<file path="config.mk">
export PLATFORM = sky130hd
export DESIGN_NAME = requant_rr_arbiter
export DESIGN_NICKNAME = d
export VERILOG_FILES = /design/src/rtl/requant_pkg.sv /design/src/rtl/sat_trunc.sv /design/src/rtl/requant_rr_arbiter.sv
export SDC_FILE = /design/constraint.sdc
export NUM_CORES = 1
export LEC_CHECK = 0
export ABC_AREA = 1
export BUFFER_PORTS_ARGS = -buffer_cell sky130_fd_sc_hd__buf_2
export CAP_MARGIN = 5
export CELL_PAD_IN_SITES_DETAIL_PLACEMENT = 0
export CELL_PAD_IN_SITES_GLOBAL_PLACEMENT = 1
export CORE_MARGIN = 8
export CORE_UTILIZATION = 30
export DETAILED_ROUTE_END_ITERATION = 7
export PLACE_DENSITY_LB_ADDON = 0.2
export SYNTH_ARGS = -nofsm -noshare
export SYNTH_HDL_FRONTEND = slang
export SYNTH_SLANG_ARGS = --single-unit
</file>
<file path="constraint.sdc">
create_clock -name i_clk -period 15.6 [get_ports i_clk]
set_input_delay 4.68 -clock i_clk [delete_from_list [all_inputs] [get_ports i_clk]]
set_output_delay 4.68 -clock i_clk [all_outputs]
set_load 0.02 [all_outputs]
</file>
<file path="src/rtl/requant_pkg.sv">
// Shared widths, rounding-mode selector and helpers for the requantizer path.
package requant_pkg;

    localparam int unsigned DEF_N_REQ      = 4;
    localparam int unsigned DEF_NB_XI      = 17;
    localparam int unsigned DEF_NBF_XI     = 10;
    localparam int unsigned DEF_NB_XO      = 9;
    localparam int unsigned DEF_NBF_XO     = 7;
    localparam int unsigned DEF_NB_CNT     = 16;

    localparam int unsigned RND_TRUNC      = 0;
    localparam int unsigned RND_HALF_EVEN  = 1;
    localparam int unsigned DEF_ROUND_EVEN = RND_HALF_EVEN;

    // Ceiling log2, used to size requester indices.
    function automatic int unsigned clog2(input int unsigned v);
        int unsigned r;
        r = 0;
        for (int i = 0; i < 32; i++) begin
            if ((64'd1 << i) < 64'(v)) r = 32'(i + 1);
        end
        return r;
    endfunction

endpackage

</file>
<file path="src/rtl/sat_trunc.sv">
// Combinational requantizer: align fractional bits, round (half-even or truncate), saturate.
module sat_trunc
    import requant_pkg::*;
#(
    parameter int unsigned NB_XI      = DEF_NB_XI,
    parameter int unsigned NBF_XI     = DEF_NBF_XI,
    parameter int unsigned NB_XO      = DEF_NB_XO,
    parameter int unsigned NBF_XO     = DEF_NBF_XO,
    parameter int unsigned ROUND_EVEN = DEF_ROUND_EVEN
) (
    input  logic [NB_XI-1:0] i_x,
    output logic [NB_XO-1:0] o_y_c,
    output logic             o_sat_c
);

    localparam int          SH    = int'(NBF_XI) - int'(NBF_XO);
    localparam int unsigned LS    = (SH < 0) ? unsigned'(-SH) : 0;
    localparam int unsigned WE    = NB_XI + LS + 1;
    localparam logic signed [WE-1:0] MAX_W = WE'(2**(NB_XO-1) - 1);
    localparam logic signed [WE-1:0] MIN_W = -MAX_W - WE'(1);
    localparam logic [NB_XO-1:0]     MAX_Y = NB_XO'(MAX_W);
    localparam logic [NB_XO-1:0]     MIN_Y = NB_XO'(MIN_W);

    logic signed [WE-1:0] w_r;

    generate
        if (SH > 0) begin : g_round
            localparam logic [SH-1:0] HALF = SH'(1) << (SH - 1);
            logic signed [NB_XI-1:0] w_q;
            logic [SH-1:0]           w_rem;
            logic                    w_inc;

            assign w_q   = $signed(i_x) >>> SH;
            assign w_rem = i_x[SH-1:0];
            // Ties go up only when that lands on an even quotient.
            assign w_inc = (ROUND_EVEN != 0) &&
                           ((w_rem > HALF) || ((w_rem == HALF) && w_q[0]));
            assign w_r   = WE'(w_q) + WE'(w_inc);
        end else begin : g_shift
            assign w_r = WE'($signed(i_x)) <<< LS;
        end
    endgenerate

    always_comb begin
        o_y_c = w_r[NB_XO-1:0];
        if (w_r > MAX_W)      o_y_c = MAX_Y;
        else if (w_r < MIN_W) o_y_c = MIN_Y;
    end

    // A result that lands exactly on a rail is reported as a clip code too.
    assign o_sat_c = (o_y_c == MAX_Y) || (o_y_c == MIN_Y);

endmodule

</file>
<file path="src/rtl/requant_rr_arbiter.sv">
// Round-robin arbiter feeding one shared requantizer with a single-entry output register.
module requant_rr_arbiter
    import requant_pkg::*;
#(
    parameter int unsigned N_REQ      = DEF_N_REQ,
    parameter int unsigned NB_XI      = DEF_NB_XI,
    parameter int unsigned NBF_XI     = DEF_NBF_XI,
    parameter int unsigned NB_XO      = DEF_NB_XO,
    parameter int unsigned NBF_XO     = DEF_NBF_XO,
    parameter int unsigned ROUND_EVEN = DEF_ROUND_EVEN,
    parameter int unsigned NB_CNT     = DEF_NB_CNT
) (
    input  logic                      i_clk,
    input  logic                      i_rst_n,
    input  logic [N_REQ-1:0]          i_valid,
    input  logic [N_REQ*NB_XI-1:0]    i_data,
    output logic [N_REQ-1:0]          o_ready,
    output logic                      o_valid,
    input  logic                      i_ready,
    output logic [NB_XO-1:0]          o_data,
    output logic [clog2(N_REQ)-1:0]   o_src,
    output logic                      o_sat,
    input  logic                      i_clr_cnt,
    output logic [NB_CNT-1:0]         o_sat_cnt
);

    localparam int unsigned SW     = clog2(N_REQ);
    localparam logic [SW:0] NREQ_W = (SW+1)'(N_REQ);

    logic                 r_valid;
    logic [NB_XO-1:0]     r_data;
    logic [SW-1:0]        r_src;
    logic                 r_sat;
    logic [SW-1:0]        r_ptr;
    logic [NB_CNT-1:0]    r_cnt;

    logic                 w_can_load;
    logic                 w_any;
    logic                 w_xfer_in;
    logic [2*N_REQ-1:0]   w_dbl;
    logic [N_REQ-1:0]     w_rot;
    logic [SW-1:0]        w_off;
    logic [SW:0]          w_sum;
    logic [SW-1:0]        w_gnt;
    logic [SW:0]          w_inc;
    logic [SW-1:0]        w_ptr_nxt;
    logic [NB_XI-1:0]     w_word;
    logic [NB_XO-1:0]     w_y;
    logic                 w_y_sat;

    assign w_can_load = ~r_valid | i_ready;

    // Rotate so the pointer sits at bit 0, pick the lowest set bit, then unrotate.
    assign w_dbl = {i_valid, i_valid};
    assign w_rot = N_REQ'(w_dbl >> r_ptr);

    always_comb begin
        w_any = 1'b0;
        w_off = '0;
        for (int j = int'(N_REQ) - 1; j >= 0; j--) begin
            if (w_rot[j]) begin
                w_any = 1'b1;
                w_off = SW'(j);
            end
        end
    end

    assign w_sum     = (SW+1)'(r_ptr) + (SW+1)'(w_off);
    assign w_gnt     = (w_sum >= NREQ_W) ? SW'(w_sum - NREQ_W) : SW'(w_sum);
    assign w_inc     = (SW+1)'(w_gnt) + (SW+1)'(1);
    assign w_ptr_nxt = (w_inc == NREQ_W) ? '0 : SW'(w_inc);

    assign w_xfer_in = i_rst_n & w_any & w_can_load;
    assign o_ready   = {N_REQ{w_xfer_in}} & (N_REQ'(1) << w_gnt);
    assign w_word    = i_data[w_gnt*NB_XI +: NB_XI];

    sat_trunc #(
        .NB_XI      (NB_XI),
        .NBF_XI     (NBF_XI),
        .NB_XO      (NB_XO),
        .NBF_XO     (NBF_XO),
        .ROUND_EVEN (ROUND_EVEN)
    ) u_sat_trunc (
        .i_x     (w_word),
        .o_y_c   (w_y),
        .o_sat_c (w_y_sat)
    );

    // Output stage, pointer advance and saturating clip counter (clear wins).
    always_ff @(posedge i_clk) begin
        if (!i_rst_n) begin
            r_valid <= 1'b0;
            r_data  <= '0;
            r_src   <= '0;
            r_sat   <= 1'b0;
            r_ptr   <= '0;
            r_cnt   <= '0;
        end else begin
            if (w_xfer_in) begin
                r_valid <= 1'b1;
                r_data  <= w_y;
                r_src   <= w_gnt;
                r_sat   <= w_y_sat;
                r_ptr   <= w_ptr_nxt;
            end else if (i_ready) begin
                r_valid <= 1'b0;
            end
            if (i_clr_cnt) begin
                r_cnt <= '0;
            end else if (w_xfer_in && w_y_sat && (r_cnt != '1)) begin
                r_cnt <= r_cnt + NB_CNT'(1);
            end
        end
    end

    assign o_valid   = r_valid;
    assign o_data    = r_data;
    assign o_src     = r_src;
    assign o_sat     = r_sat;
    assign o_sat_cnt = r_cnt;

endmodule
</file>
# ---- After elaboration in Yosys (flattened, before gate mapping)
# Cells that the tools add are included.
# Widths: inputs -> output; s select.
dict set report totals {
  ff_bits 31
  input_bits 76
  out_inout_bits 33
  wordCells 51
}
dict set report op_classes {
  n_addsub 5
  mul 1
  magnitude_cmp 4
  n_eq_ne 5
  shifts 3
  n_mux 14
  n_bitwise 6
  reduce_logical 7
}
# op n
set ops {}
lappend ops {{$shiftx 68x8->17} 1}
lappend ops {{$gt 18x9->1 const B} 1}
lappend ops {{$lt 18x9->1 const B} 1}
lappend ops {{$mux 9} 2}
lappend ops {{$add 16x1->16 const B} 1}
lappend ops {{$ne 16x16->1 const B} 1}
lappend ops {{$add 14x2->15} 1}
lappend ops {{$mux 2} 6}
lappend ops {{$eq 9x8->1 const B} 1}
lappend ops {{$eq 9x9->1 const B} 1}
lappend ops {{$shr 8x2->4} 1}
lappend ops {{$mul 2x5->7 const B} 1}
lappend ops {{$eq 3x3->1 const B} 2}
lappend ops {{$mux 1} 6}
lappend ops {{$and 4x4->4} 1}
lappend ops {{$shl 1x2->4 const A} 1}
lappend ops {{$add 2x1->3 const B} 1}
lappend ops {{$add 2x2->3} 1}
lappend ops {{$ge 3x3->1 const B} 1}
lappend ops {{$gt 3x3->1 const B} 1}
lappend ops {{$logic_and 1x1->1} 3}
lappend ops {{$and 1x1->1} 2}
lappend ops {{$logic_or 1x1->1} 2}
lappend ops {{$not 1->1} 2}
lappend ops {{4 further kinds} 4}

# ---- Longest topological paths before layout
# Gate-level depths: netlist of the first run.
dict set report logic_depth {
  ltp_word 21
  mapped_depth 36
  mapped_depth_nobuf 34
}

# ---- Modules after synthesis
# Synthesis of the first run repeated with hierarchy kept, for this count alone.
dict set report hier_totals {
  hier_cells 514
  hier_area_um2 3059.2
}
# mod n_inst cells_per_inst area_per_inst_um2 seq_area_each_um2
set by_module_without_submodules {}
lappend by_module_without_submodules {requant_rr_arbiter 1 383 2402.3 620.6}
lappend by_module_without_submodules {sat_trunc 1 131 656.9 0.0}

# ---- Worst setup path before layout of the first run
# OpenSTA, ideal clock, no wires.
dict set report synth_path {
  path_kind {input to output}
  start {in i_valid[1]}
  end {out o_ready[0]}
  t_arrival_ns 6.497
  required_time_ns 10.920
  path_slack_ns 4.423
  stages 13
  n_path_buf 3
  cell_sequence {nand2_1 -> nand3_1 -> nand2_1 -> nand3_1 -> a21boi_0 -> ha_1 -> buf_2 -> inv_1 -> buf_2 -> buf_2 -> ha_1 -> inv_1 -> nor2_1}
}
dict set report synth_between {
  elab_chain_cells 10
  word_cells_on_any_way 17
  classes_between {add/sub: 2; order compare: 1; shift: 2; mux: 9; bitwise: 3}
}
# item line_no
set synth_rtl {}
lappend synth_rtl {{start, declared} requant_rr_arbiter.sv:15} ;# input logic [N_REQ-1:0] i_valid,
lappend synth_rtl {{$shr 8x2->4 (*)} requant_rr_arbiter.sv:55} ;# assign w_rot = N_REQ'(w_dbl >> r_ptr);
lappend synth_rtl {{$mux 2 (3 in series)} requant_rr_arbiter.sv:61} ;# if (w_rot[j]) begin
lappend synth_rtl {{$mux 2 (*)} requant_rr_arbiter.sv:61}
lappend synth_rtl {{$add 2x2->3 (*)} requant_rr_arbiter.sv:68} ;# assign w_sum = (SW+1)'(r_ptr) + (SW+1)'(w_off);
lappend synth_rtl {{$ge 3x3->1 or $sub 2x1->2 (tied branches)} requant_rr_arbiter.sv:69} ;# assign w_gnt = (w_sum >= NREQ_W) ? SW'(w_sum - NREQ_W) : SW'(w_sum);
lappend synth_rtl {{$mux 2 (*)} requant_rr_arbiter.sv:69}
lappend synth_rtl {{net w_gnt[0]} requant_rr_arbiter.sv:44} ;# logic [SW-1:0] w_gnt;
lappend synth_rtl {{$shl 1x2->4 (*)} requant_rr_arbiter.sv:74} ;# assign o_ready = {N_REQ{w_xfer_in}} & (N_REQ'(1) << w_gnt);
lappend synth_rtl {{$and 4x4->4 (*)} requant_rr_arbiter.sv:74}
lappend synth_rtl {{end, declared} requant_rr_arbiter.sv:17} ;# output logic [N_REQ-1:0] o_ready,
# The timed path passes the listed nets; every way through them passes the cells marked *.

# ---- Worst setup path after layout of the first run
# Same ends and word-level chain as after synthesis.

==> flow_metrics.py, run 1 <==
metrics = {
    "run_status": {
        "status": "completed",
    },
    "logic_synthesis": {
        "synth_area_in_compound_gates_pct": 10.9,
        "yosys.area.top_type_share_pct": 20.1,
        "syn_area_per_cell_um2": 6.14,
        "synth.largest_area_cell": "sky130_fd_sc_hd__dfxtp_1",
        "adder_cell_fraction_of_synth_area_pct": 2.84,
        "largest_cells_by_area_after_synthesis": "sky130_fd_sc_hd__dfxtp_1 20%, sky130_fd_sc_hd__nand2_1 17%, sky130_fd_sc_hd__inv_1 6.8%",
        "synth-simple-area-share_pct": 45.7,
        "post_synth_xor_area_fraction_pct": 5.39,
        "synth-seq-cells": 31,
        "count_of_yosys_warnings_during_synthesis": 0,
        "syn-instance-count": 503,
        "synth_area_um2": 3090,
        "synth.distinct_cells": 38,
        "postSynthNetCount": 586,
        "share_of_the_yosys_chip_area_belonging_to_registers_pct": 20.1,
        "main_combinational_cell_family_by_area_after_synthesis": "simple AND/OR/NAND/NOR gates",
        "post_synthesis_mux_area_share_pct": 3.57,
    },
    "placed_design": {
        "placed_area_um2": 3700,
        "hpwlAfterDp_mm": 7.91,
        "gp_routability_congestion": 0.795,
        "pre_cts_slack_ps": 3990,
        "numPortBuffers": 108,
    },
    "floorplanning": {
        "fp.dieH_um": 117,
        "die_w_um": 117,
        "floorplan.initialDensity_pct": 30.4,
        "die_area_um2": 13800,
        "core.rowCount": 37,
        "core_ar_um2": 10100,
        "ios": 109,
    },
    "clock_tree": {
        "clock_tree.buffer_depth": 2,
        "ctsRootBufferMaster": "sky130_fd_sc_hd__clkbuf_8",
        "clock_tree_from_tritoncts": "done",
        "clock_sinks": 31,
        "cts_setup_buffers": 0,
        "holdBufCountCts": 0,
        "cts_resized": 0,
        "cts_buffers": 5,
        "cts.htree.levels": 2,
        "insertion_delay_ps": 280,
        "clock_pin_transition_on_the_worst_setup_and_hold_timing_paths_ps": 70,
    },
    "pwr": {
        "p_int_uw": 327,
        "p_clk_share_pct": 11.0,
        "switching_share_of_power_pct": 56.9,
        "pwr_dens_nw_per_um2": 199,
        "ir_drop_uv": 57.7,
        "switchingPower_uw": 432,
        "combPwrFrac_pct": 74.7,
        "total_leakage_power_nw": 1.91,
        "p_seq_share_pct": 14.2,
    },
    "worst_setup_path": {
        "critPathRequiredTime_ps": 10920,
        "cp_launch_type": "input port",
        "worst-setup-path-type": "in2out",
        "rrSetupSlack_ps": 10280,
        "reg2regPathDepth": 32,
        "arrival_ps": 6890,
        "worst_r2r_endpoint": "o_sat_cnt[4]",
        "crit_path_start": "i_valid[1]",
        "critPathCaptureType": "primary output",
        "critPathCapture": "o_ready[0]",
        "timing.rr.start": "r_ptr[0]",
        "critical_path.max_fanout": 36,
    },
    "global_routing": {
        "grt_pass1_wl_mm": 16.4,
        "antenna_violations_before_repair": 0,
        "first_global_vias": 3554,
        "globalRoute.totalOverflow": 0,
        "grt.total_usage_pct": 13.9,
        "pin_count_of_the_biggest_net_entering_global_routing": 37,
    },
    "routing": {
        "detail_route.iter0.violations": 157,
        "routed_wl_mm": 9.72,
        "detail_route.drc_violations": 0,
        "antenna_left": 0,
        "wire_per_inst_um": 13.2,
        "via_per_inst": 4.69,
        "drt_pre_antenna_iters": 4,
        "num_vias": 3461,
    },
    "timing": {
        "timing.slew.headroom_pct": 45.8,
        "final_hold_viol_count": 0,
        "final.setup_skew_ps": 6.51,
        "rsz0062_at_grt": "false",
        "timing_max_transition_violations_final": 0,
        "tightest_slew_ps": 811,
        "part_of_the_cycle_the_worst_path_needs_pct": 74.2,
        "setup_total_negative_slack_ps": 0,
        "timing.final.crit_period_ps": 11570,
        "finalWorstSetupSlack_ps": 4030,
        "endpoints_failing_setup": 0,
        "fmax_ghz": 0.0864,
    },
    "cells_and_area": {
        "antenna-diode-count": 0,
        "multiInputGateArea_um2": 2110,
        "nets": 684,
        "drive_above_1_share_pct": 29.2,
        "final_area_um2": 3810,
        "register_area_um2": 621,
        "area_delta_synth_final_pct": 23.6,
        "fillers": 1154,
    },
    "hold_path": {
        "worst_hold_path.num_cells": 2,
        "hp-class": "reg2reg",
    },
    "job": {
        "max_cap_violations": 0,
    },
}
==> logic make-up after synthesis <==
family                   after synthesis
buffers and inverters                 82
multiplexers                          11
AO/OA/AOI/OAI                         60
XOR/XNOR                              19
AND/OR/NAND/NOR                      293
adder cells (fa/ha/maj)                7
flip-flops                            31
==> layout by cell type, fill, tap and decap left out, types with 2 or more instances in the layout <==
| cell type | count |
|---|---|
| sky130_fd_sc_hd__nand4_1 | 25 |
| sky130_fd_sc_hd__ha_1 | 7 |
| sky130_fd_sc_hd__buf_2 | 108 |
| sky130_fd_sc_hd__clkbuf_8 | 6 |
| sky130_fd_sc_hd__xnor2_1 | 8 |
| sky130_fd_sc_hd__nor2_4 | 2 |
| sky130_fd_sc_hd__o21ai_0 | 21 |
| sky130_fd_sc_hd__nand2_2 | 19 |
| sky130_fd_sc_hd__nor3_1 | 8 |
| sky130_fd_sc_hd__nor2_2 | 6 |
| sky130_fd_sc_hd__nor2_1 | 39 |
| sky130_fd_sc_hd__o31ai_1 | 2 |
| sky130_fd_sc_hd__nand3_4 | 2 |
| sky130_fd_sc_hd__a21oi_1 | 25 |
| sky130_fd_sc_hd__nand2_1 | 138 |
| sky130_fd_sc_hd__mux2i_1 | 11 |
| sky130_fd_sc_hd__nand2_4 | 3 |
| sky130_fd_sc_hd__inv_1 | 56 |
| sky130_fd_sc_hd__nand3b_1 | 5 |
| sky130_fd_sc_hd__o21ai_1 | 2 |
| sky130_fd_sc_hd__buf_4 | 2 |
| sky130_fd_sc_hd__dfxtp_1 | 31 |
| sky130_fd_sc_hd__or2_2 | 10 |
| sky130_fd_sc_hd__xor2_1 | 11 |
| sky130_fd_sc_hd__a31o_2 | 5 |
| sky130_fd_sc_hd__nand3_1 | 32 |
| sky130_fd_sc_hd__inv_2 | 7 |
==> critical path, stage by stage <==
cell,delay (ps)
sky130_fd_sc_hd__buf_2,110
sky130_fd_sc_hd__nand2_1,70
sky130_fd_sc_hd__nand3_1,80
sky130_fd_sc_hd__nand2_1,110
sky130_fd_sc_hd__nand3_1,70
sky130_fd_sc_hd__a21boi_0,180
sky130_fd_sc_hd__ha_1,260
sky130_fd_sc_hd__buf_4,260
sky130_fd_sc_hd__inv_1,510
sky130_fd_sc_hd__ha_1,240
sky130_fd_sc_hd__inv_1,40
sky130_fd_sc_hd__nor2_1,90
sky130_fd_sc_hd__buf_2,180
==> power by group through the flow <==
stage / Clock [mW] / Sequential, mW / Combinational [mW]
4_1_cts: 0.0866 / 0.108 / 0.577
6_report: 0.0839 / 0.108 / 0.568
3_5_place_dp: 0 / 0.110 / 0.575
2_1_floorplan: 0 / 0.127 / 0.446
3_3_place_gp: 0 / 0.110 / 0.572
5_1_grt: 0.0902 / 0.110 / 0.647
==> routing by layer <==
layer  routed length, um  GRT usage, %
met5                   0             0
met4                  80          2.92
met3                 437          2.93
met2                5110          26.6
met1                4100          15.2
==> final cells by class <==
cell class	count	area share (%)
sequential	31	16.3
timing repair buffer	110	14.6
multi-input combinational	390	55.4
inverter	63	6.20
clock buffer	6	2.16
clock inverter	2	0.918
tap	136	4.46
==> cells in the mapped netlist (all sizes together) <==
library cell	number
ha	7
xnor2	8
nand3b	6
buf	12
o21a	1
dfxtp	31
o31ai	2
inv	63
nand4	25
a21oi	25
o41ai	1
clkbuf	7
a31o	5
o22ai	1
nand3	35
nor3	9
nor2	47
nand2	160
mux2i	11
or2	10
nor4	1
xor2	11
a21boi	1
o21ai	24
==> metrics by stage <==
stage	util [%]	instances	total power, mW	hold WS (ps)
6_report	37.6	738	0.760	484
5_1_grt	37.6	738	0.847	502
4_1_cts	37.6	738	0.772	489
3_5_place_dp	36.5	730	0.685	476
3_3_place_gp	36.5	730	0.681	468
2_1_floorplan	-	503	0.573	533
==> registers in the layout, summed over array words and instances, names as in the netlist <==
| signal | count |
|---|---|
| o_sat | 1 |
| o_sat_cnt | 16 |
| o_valid | 1 |
| r_ptr | 2 |
| o_data | 9 |
| o_src | 2 |
==> worst min path at each step <==
stage                    endpoint  slack [ps]           from
floorplan                r_ptr[1]         530       r_ptr[1]
global placement    o_sat_cnt[15]         470  o_sat_cnt[15]
detailed placement  o_sat_cnt[15]         480  o_sat_cnt[15]
CTS                         o_sat         490          o_sat
global route        o_sat_cnt[15]         500  o_sat_cnt[15]
finish              o_sat_cnt[15]         480  o_sat_cnt[15]
Power figures use the tool's default switching activity.
==> run 2, diff against run 1 <==
==> constraint.sdc (replaced) <==
create_clock -name i_clk -period 10.3 [get_ports i_clk]
set_input_delay 3.09 -clock i_clk [delete_from_list [all_inputs] [get_ports i_clk]]
set_output_delay 3.09 -clock i_clk [all_outputs]
set_load 0.02 [all_outputs]
==> run 2 against run 1 <==
Net effect: combinational power is 52% higher; flip-flop and latch count is the same; wire length is 0.16% lower; clock power increased by 30%; cell area down 0.36%; sequential share of layout area rose by 0.059 points; die area stayed put; utilization decreased by 0.14 points; first-iteration DRC count grew 4.5%; clock skew increased by 5.1 ps; count of clock-buffer cells in the layout increased by 1; highest routed layer unchanged.
==> flow_metrics.py, run 2 (synthesis results as in run 1) <==
metrics = {
    "run_status": {
        "status": "completed",
    },
    "routing": {
        "wire_per_inst_um": 13.2,
        "routed_wl_mm": 9.71,
        "detail_route.drc_violations": 0,
        "detail_route.iter0.violations": 164,
        "drt_pre_antenna_iters": 4,
        "antenna_left": 0,
        "via_per_inst": 4.66,
        "num_vias": 3438,
    },
    "clock_tree": {
        "cts_resized": 0,
        "clock_sinks": 31,
        "cts.htree.levels": 2,
        "ctsRootBufferMaster": "sky130_fd_sc_hd__clkbuf_8",
        "cts_setup_buffers": 0,
        "clock_tree.buffer_depth": 2,
        "holdBufCountCts": 0,
        "clock_pin_transition_on_the_worst_setup_and_hold_timing_paths_ps": 70,
        "cts_buffers": 5,
        "insertion_delay_ps": 290,
        "clock_tree_from_tritoncts": "done",
    },
    "cells_and_area": {
        "leading_cell_type_in_the_layout_fill_and_taps_excluded": "sky130_fd_sc_hd__nand2_1",
        "max_reg_flops": 16,
        "antenna-diode-count": 0,
        "nets": 684,
        "most_used_cells_in_the_layout_excluding_fill_and_tap_cells": "138 x sky130_fd_sc_hd__nand2_1, 108 x sky130_fd_sc_hd__buf_2, 56 x sky130_fd_sc_hd__inv_1",
        "fin_util_pct": 37.5,
        "area_delta_synth_final_pct": 23.1,
        "drive_above_1_share_pct": 29.2,
        "final_area_um2": 3800,
    },
    "worst_setup_path": {
        "worst-setup-path-type": "in2out",
        "critPathRequiredTime_ps": 7210,
        "crit_path_start": "i_valid[1]",
        "cp_launch_type": "input port",
        "critical_path.max_fanout": 24,
        "timing.rr.start": "r_ptr[0]",
        "critPathCaptureType": "primary output",
        "arrival_ps": 5300,
    },
    "timing": {
        "timing.slew.headroom_pct": 47.4,
        "setup_total_negative_slack_ps": 0,
        "part_of_the_cycle_the_worst_path_needs_pct": 81.5,
        "fmax_ghz": 0.119,
        "worst_hold_slack_ps": 480,
        "final_hold_viol_count": 0,
        "tightest_slew_ps": 787,
        "endpoints_failing_setup": 0,
        "timing.final.crit_period_ps": 8390,
        "timing_max_transition_violations_final": 0,
        "rsz0062_at_grt": "false",
        "final.setup_skew_ps": 11.6,
    },
    "placed_design": {
        "gp_routability_congestion": 0.816,
        "numPortBuffers": 108,
        "hpwlAfterDp_mm": 7.89,
        "placed_area_um2": 3700,
    },
    "global_routing": {
        "first_global_vias": 3522,
        "grt.total_usage_pct": 14.0,
        "grt_pass1_wl_mm": 16.6,
        "globalRoute.totalOverflow": 0,
        "antenna_violations_before_repair": 0,
        "pin_count_of_the_biggest_net_entering_global_routing": 36,
    },
    "floorplanning": {
        "die_w_um": 117,
        "core.rowCount": 37,
        "ios": 109,
        "die_area_um2": 13800,
        "fp.dieH_um": 117,
        "floorplan.initialDensity_pct": 30.4,
        "core_ar_um2": 10100,
    },
    "job": {
        "max_cap_violations": 0,
    },
    "hold_path": {
        "hold_path.startpoint": "o_sat_cnt[15]",
        "hp-class": "reg2reg",
    },
    "pwr": {
        "total_leakage_power_nw": 1.90,
        "pwr_dens_nw_per_um2": 298,
        "ir_drop_uv": 93.6,
    },
}
==> run 2: changes by cell type in the layout (fill, tap and decap cells not counted), sizes merged <==
| cell | before | now |
|---|---|---|
| bufinv | 1 | 0 |
| clkbuf | 6 | 7 |
| clkinvlp | 0 | 1 |
| clkinv | 1 | 0 |
==> run 2: where the power goes <==
part	switching [mW]	internal [mW]	leakage (nW)
Sequential	0.0172	0.146	0.254
Clock	0.0481	0.0608	0.0505
Combinational	0.589	0.272	1.59
Total	0.654	0.479	1.90
==> run 2: critical path: stages <==
cell and delay (ps):
sky130_fd_sc_hd__buf_2 110, sky130_fd_sc_hd__nand2_1 80, sky130_fd_sc_hd__nand3_1 80, sky130_fd_sc_hd__nand2_1 120
sky130_fd_sc_hd__nand3_1 70, sky130_fd_sc_hd__a21boi_0 190, sky130_fd_sc_hd__ha_1 200, sky130_fd_sc_hd__xor2_1 260
sky130_fd_sc_hd__nand2_2 240, sky130_fd_sc_hd__nand2_4 280, sky130_fd_sc_hd__inv_1 130, sky130_fd_sc_hd__ha_1 200
sky130_fd_sc_hd__inv_1 50, sky130_fd_sc_hd__nor2_1 40, sky130_fd_sc_hd__buf_2 170
==> run 2: layer usage <==
layer | track usage, % | wire [um] | vias to the layer above
li1 | - | - | 1825
met1 | 16.0 | 4320 | 1541
met2 | 25.9 | 4920 | 64
met3 | 2.49 | 356 | 8
met4 | 3.33 | 114 | 0
met5 | 0 | 0 | -
==> run 2: path summary, 6_finish.rpt <==
kind	slack, ps	depth (start not counted)	end
worst min-delay path	480	2	o_sat_cnt[15]
worst max register to register	5320	31	o_sat_cnt[1]
worst max-delay path	1910	15	o_ready[1]
worst min register to register	480	2	o_sat_cnt[15]
==> run 2: layout make-up <==
type	count	area, um^2
Clock inverter	1	7.51
Multi-Input combinational cell	390	2110
Fill cell	1116	6340
Sequential cell	31	621
Tap cell	136	170
Timing Repair Buffer	110	556
Clock buffer	7	96.3
Inverter	63	236
==> run 2: through the flow <==
stage | cells | setup slack (ps) | power [mW]
floorplan | 503 | 2300 | 0.868
global placement | 730 | 1960 | 1.04
detailed placement | 730 | 1910 | 1.04
CTS | 738 | 1890 | 1.15
global route | 738 | 1570 | 1.26
finish | 738 | 1910 | 1.13
==> run 3, diff against run 2 <==
==> constraint.sdc (replaced) <==
create_clock -name i_clk -period 8.66 [get_ports i_clk]
set_input_delay 2.598 -clock i_clk [delete_from_list [all_inputs] [get_ports i_clk]]
set_output_delay 2.598 -clock i_clk [all_outputs]
set_load 0.02 [all_outputs]
==> run 3 against run 2 <==
Net effect: clock power is essentially flat; wire length shrank 1.1%; clock skew shrank 5.1 ps; combinational power grew 18%; count of clock-buffer cells in the layout shrank 2; sequential power grew 19%; first-iteration DRC count grew 24%; cell area shrank 0.53%; critical path type unchanged; largest cell class unchanged.
==> flow_metrics.py, run 3 (synthesis results as in run 1) <==
metrics = {
    "routing": {
        "routed.top_layer": "met4",
        "wire_length_the_detailed_router_placed_on_met1_mm": 4.15,
        "antenna_left": 0,
        "routed_wl_mm": 9.60,
        "routed_wl_met2_mm": 4.96,
        "detail_route.drc_violations": 0,
        "drt_pre_antenna_iters": 4,
        "via_per_inst": 4.66,
        "route.met3.wl_um": 383,
        "detail_route.iter0.violations": 204,
        "wire_per_inst_um": 13.0,
        "num_vias": 3436,
    },
    "global_routing": {
        "grt.total_usage_pct": 13.5,
        "first_global_vias": 3517,
        "grt_pass1_wl_mm": 16.1,
        "pin_count_of_the_biggest_net_entering_global_routing": 37,
        "antenna_violations_before_repair": 0,
        "globalRoute.totalOverflow": 0,
    },
    "worst_setup_path": {
        "cp_launch_type": "input port",
        "critPathSlowestCell": "sky130_fd_sc_hd__nand2_4",
        "timing.rr.start": "r_ptr[0]",
        "rrSetupSlack_ps": 3480,
        "worst_r2r_endpoint": "o_sat_cnt[6]",
        "critPathCaptureType": "primary output",
        "timing.critical_path.buf_inv": 4,
        "worst-setup-path-type": "in2out",
        "critical_path.max_fanout": 24,
        "critPathRequiredTime_ps": 6060,
        "critical_path_cell_count": 15,
        "reg2regPathDepth": 32,
        "crit_path_cell_trace": "buf_2, nand2_1, nand3_1, nand2_1, nand3_1, a21boi_0, ha_1, xor2_1, nand2_2, nand2_4, inv_1, ha_1, inv_1, nor2_1, buf_2",
        "critical_path.top_delay_family": "simple AND/OR/NAND/NOR gates",
        "crit_path_max_incr_delay_ps": 280,
        "arrival_ps": 4800,
    },
    "cells_and_area": {
        "fillers": 1148,
        "nets": 684,
        "most_used_cells_in_the_layout_excluding_fill_and_tap_cells": "138 x sky130_fd_sc_hd__nand2_1, 108 x sky130_fd_sc_hd__buf_2, 56 x sky130_fd_sc_hd__inv_1",
        "drive_above_1_share_pct": 29.2,
        "final_area_um2": 3780,
        "antenna-diode-count": 0,
        "area_delta_synth_final_pct": 22.5,
        "leading_cell_type_in_the_layout_fill_and_taps_excluded": "sky130_fd_sc_hd__nand2_1",
        "max_reg_flops": 16,
    },
    "clock_tree": {
        "clock_tree_from_tritoncts": "done",
        "clock_sinks": 31,
        "holdBufCountCts": 0,
        "ctsRootBufferMaster": "sky130_fd_sc_hd__clkbuf_8",
        "clock_tree.buffer_depth": 2,
        "clock_pin_transition_on_the_worst_setup_and_hold_timing_paths_ps": 70,
        "insertion_delay_ps": 280,
        "cts.htree.levels": 2,
        "cts_resized": 0,
        "cts_buffers": 5,
        "cts_setup_buffers": 0,
    },
    "timing": {
        "worst_hold_slack_ps": 482,
        "part_of_the_cycle_the_worst_path_needs_pct": 85.4,
        "timing.final.crit_period_ps": 7400,
        "final.setup_skew_ps": 6.52,
        "final_hold_viol_count": 0,
        "rsz0062_at_grt": "false",
        "endpoints_failing_setup": 0,
        "setup_total_negative_slack_ps": 0,
        "tightest_slew_ps": 778,
        "fmax_ghz": 0.135,
        "timing.slew.headroom_pct": 48.0,
        "timing_max_transition_violations_final": 0,
    },
    "pwr": {
        "p_int_uw": 551,
        "switching_share_of_power_pct": 58.4,
        "ir_drop_uv": 113,
        "total_leakage_power_nw": 1.89,
        "switchingPower_uw": 774,
        "combPwrFrac_pct": 77.0,
        "p_seq_share_pct": 14.6,
        "total_power_mw": 1.33,
        "pwr_dens_nw_per_um2": 350,
        "p_clk_share_pct": 8.3,
    },
    "run_status": {
        "status": "completed",
    },
    "floorplanning": {
        "fp.dieH_um": 117,
        "core.rowCount": 37,
        "die_area_um2": 13800,
        "floorplan.initialDensity_pct": 30.4,
        "die_w_um": 117,
        "core_ar_um2": 10100,
        "ios": 109,
    },
    "placed_design": {
        "gp_routability_congestion": 0.829,
        "placed_area_um2": 3700,
        "numPortBuffers": 108,
        "hpwlAfterDp_mm": 7.81,
    },
    "hold_path": {
        "hp-class": "reg2reg",
        "hold_path.startpoint": "o_sat_cnt[15]",
        "worst_hold_path.num_cells": 2,
        "hold-path-endpoint": "o_sat_cnt[15]",
    },
    "job": {
        "max_cap_violations": 0,
    },
}
[run 3: layer usage]
layer,track usage [%],vias up
met5,0,-
met4,3.73,0
met3,2.40,9
met2,25.8,84
met1,14.9,1517
li1,-,1826
[run 3: layout make-up]
| class | count | area (um^2) | share of cell area, % |
|---|---|---|---|
| Multi-Input combinational cell | 390 | 2110 | 55.9 |
| Sequential cell | 31 | 621 | 16.4 |
| Timing Repair Buffer | 110 | 556 | 14.7 |
| Inverter | 63 | 236 | 6.25 |
| Tap cell | 136 | 170 | 4.50 |
| Clock buffer | 5 | 68.8 | 1.82 |
| Clock inverter | 3 | 15.0 | 0.397 |
[run 3: how the worst max path moves through the flow]
stage / start / end / slack [ps]
after floorplan: i_valid[1] / o_ready[0] / 1650
after global placement: i_valid[1] / o_ready[1] / 1250
after detailed placement: i_valid[1] / o_ready[0] / 1230
after CTS: i_valid[1] / o_ready[0] / 1210
after global routing: i_valid[1] / o_sat_cnt[0] / 1000
final: i_valid[1] / o_ready[1] / 1260
[run 3: power groups by stage]
stage / registers, mW / clock network (mW) / logic [mW]
floorplan: 0.229 / 0 / 0.804
finish: 0.194 / 0.110 / 1.02
global route: 0.197 / 0.121 / 1.16
global placement: 0.197 / 0 / 1.03
CTS: 0.195 / 0.116 / 1.04
detailed placement: 0.198 / 0 / 1.04
[run 3: worst min-delay path, stage by stage, from the launching register on]
cell                      delay (ps)
sky130_fd_sc_hd__dfxtp_1         320
sky130_fd_sc_hd__nand2_1          60
sky130_fd_sc_hd__a21oi_1          50
[run 3: stage by stage]
stage | util (%) | std cells | setup slack, ps
after global placement | 36.5 | 730 | 1250
after detailed placement | 36.5 | 730 | 1230
final | 37.3 | 738 | 1260
after CTS | 37.3 | 738 | 1210
after floorplan | - | 503 | 1650
after global routing | 37.3 | 738 | 996
